### config.mk
export PLATFORM = sky130hd
export DESIGN_NAME = pc_stack
export DESIGN_NICKNAME = d
export VERILOG_FILES = /design/src/rtl/pc_stack.sv
export SDC_FILE = /design/constraint.sdc
export NUM_CORES = 1
export LEC_CHECK = 0
export BUFFER_PORTS_ARGS = -buffer_cell sky130_fd_sc_hd__buf_4
export CAP_MARGIN = 15
export CORE_ASPECT_RATIO = 0.8
export CORE_MARGIN = 1.5
export CORE_UTILIZATION = 36
export DETAILED_ROUTE_END_ITERATION = 6
export REMOVE_ABC_BUFFERS = 1
export SLEW_MARGIN = 10
export SYNTH_ARGS = -nofsm -noshare
export SYNTH_HDL_FRONTEND = slang
export SYNTH_SLANG_ARGS = --single-unit
### constraint.sdc
create_clock -name clk -period 3.81 [get_ports clk]
set_input_delay 0.762 -clock clk [delete_from_list [all_inputs] [get_ports clk]]
set_output_delay 0.762 -clock clk [all_outputs]
set_load 0.01 [all_outputs]
### src/rtl/pc_stack.sv
// Return-address stack beside pc_gen: CALL pushes pc_i+1, RET pops; brc suppresses both.
// Latency: 1 clock for push/pop. stack_pc is a plain register output.
// Backpressure: none; one operation per clock. Overflow and underflow are flagged sticky.
`ifndef PC_NEXT
`define PC_NEXT 3'd0
`endif
`ifndef PC_SKIP
`define PC_SKIP 3'd1
`endif
`ifndef PC_GOTO
`define PC_GOTO 3'd2
`endif
`ifndef PC_CALL
`define PC_CALL 3'd3
`endif
`ifndef PC_RET
`define PC_RET 3'd4
`endif

module pc_stack #(
    parameter int DEPTH = 2,
    parameter int AW    = 11,
    parameter int CW    = 4
) (
    input  logic          clk,
    input  logic          rst,
    input  logic [2:0]    ctl,
    input  logic          brc,
    input  logic [AW-1:0] pc_i,
    input  logic [2:0]    dbg_sel,
    output logic [AW-1:0] stack_pc,
    output logic [AW-1:0] dbg_pc,
    output logic [CW-1:0] depth,
    output logic          ovf,
    output logic          unf
);

    logic [AW-1:0] lvl [DEPTH];
    logic          push;
    logic          pop;
    logic          full;
    logic          empty;

    assign push  = (ctl == `PC_CALL) && !brc;
    assign pop   = (ctl == `PC_RET) && !brc;
    assign full  = (depth == CW'(DEPTH));
    assign empty = (depth == '0);

    always_ff @(posedge clk or posedge rst) begin
        if (rst) begin
            for (int i = 0; i < DEPTH; i++) begin
                lvl[i] <= '0;
            end
            depth <= '0;
            ovf   <= 1'b0;
            unf   <= 1'b0;
        end else if (push) begin
            lvl[0] <= pc_i + AW'(1);
            for (int i = 1; i < DEPTH; i++) begin
                lvl[i] <= lvl[i-1];
            end
            if (full) begin
                ovf <= 1'b1;
            end else begin
                depth <= depth + CW'(1);
            end
        end else if (pop) begin
            // Bottom level keeps its value, so it is duplicated upward.
            for (int i = 0; i < DEPTH - 1; i++) begin
                lvl[i] <= lvl[i+1];
            end
            if (empty) begin
                unf <= 1'b1;
            end else begin
                depth <= depth - CW'(1);
            end
        end
    end

    assign stack_pc = lvl[0];

    always_comb begin
        dbg_pc = '0;
        for (int i = 0; i < DEPTH; i++) begin
            if (dbg_sel == 3'(i)) begin
                dbg_pc = lvl[i];
            end
        end
    end

endmodule

==> impl_metrics.py <==
metrics = {
    "setup_path": {
        "critPathKind": "primary input to register",
        "start_kind": "primary input",
        "path_max_fanout": 31,
        "cp.arrival_ns": 2.65,
        "required_ns": 4.01,
        "r2r-start": "depth[0]$_DFFE_PP0P_",
        "rrSetupSlack_ns": 2.15,
        "cp-end-kind": "register",
        "crit-reg2reg-capture": "depth[1]$_DFFE_PP0P_",
        "r2r_cells": 4,
    },
    "timing": {
        "timing.final.ws_setup_ns": 1.36,
        "period_share": 0.643,
        "finalSetupViolCount": 0,
        "hold_viol_final": 0,
        "drv_slew": 0,
        "rsz0062_at_grt": "no",
        "fin_setup_tns_ns": 0,
        "maxSlewHeadroom": 0.606,
        "clock.fmax_mhz": 408,
        "tightest_slew_ns": 0.591,
        "fin_skew_ns": 0.000747,
        "layout_min_cycle_time_ns": 2.45,
    },
    "pwr": {
        "total_power_uw": 1090,
        "seqPwrFrac": 0.453,
        "p_int_uw": 710,
        "ir_worst_vdd_v": 0.000389,
        "power_leakage_uw": 0.00104,
        "pwr-share-comb": 0.380,
        "switching_share": 0.346,
        "clkPwrFrac": 0.167,
        "p_sw_uw": 376,
        "power_density_nw_per_um2": 520,
    },
    "logic_synthesis": {
        "ys_seq_area_frac": 0.414,
        "synth-async-reset-ratio": 1.00,
        "synth-edff-count": 0,
        "synth_warnings": 0,
        "postSynthAreaPerCell_um2": 8.35,
        "ys_ff_latch": 28,
        "synth.distinct_cells": 33,
        "synthCells": 203,
        "syn_area_um2": 1690,
        "synth-main-ff-cell": "dfrtp_1",
    },
    "floorplanning": {
        "initial_utilization": 0.373,
        "core-area_um2": 4540,
        "rows": 22,
        "die_area_um2": 5130,
        "io_pins": 48,
        "fp.dieW_um": 79.7,
        "die-height_um": 64.4,
    },
    "placement": {
        "place_worst_setup_slack_ns": 1.07,
        "numPortBuffers": 47,
        "dp_hpwl_um": 2640,
        "gp_congestion": 0.830,
    },
    "detailed_routing": {
        "vias_per_cell": 4.83,
        "drc": 0,
        "wl_per_cell_um": 12.5,
        "ant_nets": 0,
        "drt-total-wl_um": 3690,
        "first_pass_iters": 4,
        "drt_iter0_markers": 73,
        "via_count": 1425,
    },
    "global_routing": {
        "grt_pass1_wl_um": 6290,
        "grt_overflow": 0,
        "grt_pass1_vias": 1287,
        "grt_usage": 0.156,
        "antenna_found_initial": 0,
        "grt_max_degree": 32,
    },
    "hold_path": {
        "min_path_type": "register to register",
        "hold_depth": 1,
        "hold_path_end": "unf$_DFFE_PP0P_",
        "min_from": "unf$_DFFE_PP0P_",
    },
    "clock_tree": {
        "cts_buffers": 3,
        "ctsRootBufferMaster": "clkbuf_8",
        "clkTransAtPathRegs_ns": 0.09,
        "cts_tree": "built",
        "clock_path_buffers": 2,
        "htreeDepth": 1,
        "insertion_delay_ns": 0.27,
        "cts_resized": 0,
        "postCtsSetupRepairBufs": 0,
        "holdBufCountCts": 0,
        "cts.sinks": 28,
    },
    "cells_and_area": {
        "drive_gt1_frac": 0.260,
        "antenna_cells": 0,
        "nets": 259,
        "area_growth_pct": 23.1,
    },
    "outcome": {
        "status": "finished clean",
    },
    "job": {
        "cap_viol_max_count": 0,
    },
}
power by group through the flow:
stage / Combinational [uW] / Clock [uW] / Sequential, uW
finish: 412 / 182 / 491
detailed placement: 414 / 0 / 496
CTS: 415 / 188 / 492
floorplan: 219 / 0 / 504
global placement: 407 / 0 / 499
global route: 461 / 201 / 511
stage by stage:
stage	cell area [um^2]	hold WS [ns]	utilization	cells
2_1_floorplan	1570	0.468	-	181
3_5_place_dp	2020	0.449	0.444	290
3_3_place_gp	2020	0.445	0.444	290
6_report	2090	0.473	0.459	295
5_1_grt	2090	0.518	0.459	295
4_1_cts	2070	0.482	0.456	294
area by class of cell:
cell class                      instances  area, um^2
Clock buffer                            4        55.1
Fill cell                             477        2460
Inverter                                4        15.0
Multi-Input combinational cell        149         857
Sequential cell                        28         701
Tap cell                               60        75.1
Timing Repair Buffer                   50         383
cells by family after synthesis:
| logic type | synth area share |
|---|---|
| AOI/OAI and AO/OA | 0.0739 |
| xor gates and xnor gates | 0.0620 |
| adders and majority gates | 0.0222 |
| buffers and inverters | 0.0842 |
| DFF | 0.414 |
| muxes | 0.0827 |
| and+or+nand+nor | 0.261 |
Yosys cell counts, drive strengths merged (4+ instances only):
master | number | area share
nand2 | 59 | 0.13
dfrtp | 28 | 0.41
nor2 | 19 | 0.042
buf | 16 | 0.062
mux2i | 11 | 0.065
xnor2 | 11 | 0.057
a21oi | 9 | 0.027
and3 | 7 | 0.026
clkbuf | 6 | 0.013
a31oi | 5 | 0.018
inv | 4 | 0.0089
nand3 | 4 | 0.012
metal layers:
| layer | track usage | share of wire |
|---|---|---|
| met1 | 0.225 | 0.49 |
| met2 | 0.242 | 0.45 |
| met3 | 0.0371 | 0.057 |
| met4 | 0.0219 | 0.0052 |
| met5 | 0 | 0 |
how the worst max path moves through the flow:
stage / start / end / slack (ns) / cells after the start
floorplan: ctl[2] / depth[3]$_DFFE_PP0P_ / 1.14 / 7
global placement: ctl[2] / depth[3]$_DFFE_PP0P_ / 1.12 / 9
detailed placement: ctl[2] / depth[3]$_DFFE_PP0P_ / 1.07 / 9
CTS: ctl[0] / depth[3]$_DFFE_PP0P_ / 1.38 / 9
global route: ctl[2] / depth[3]$_DFFE_PP0P_ / 1.23 / 9
finish: ctl[0] / depth[3]$_DFFE_PP0P_ / 1.36 / 8
cell usage in the layout (no fill, tap or decap), drive strengths merged, types with 4 or more instances in the layout:
cell type,synthesis,layout
nand2,59,59
buf,16,50
dfrtp,28,28
nor2,19,19
xnor2,11,11
mux2i,11,11
a21oi,9,9
and3,7,7
a31oi,5,5
nand3,4,4
clkbuf,6,4
inv,4,4
state kept, by name, indices dropped and copies added, names as in the netlist:
register / count
depth: 4
lvl: 11
stack_pc: 11
unf: 1
ovf: 1
worst max-delay path, cell delays in order:
cell	delay, ns
buf_4	0.12
and4bb_1	0.19
buf_4	0.20
inv_2	0.38
ha_1	0.37
o311ai_1	0.36
o31ai_1	0.12
a21oi_1	0.13
Power figures use the tool's default switching activity.
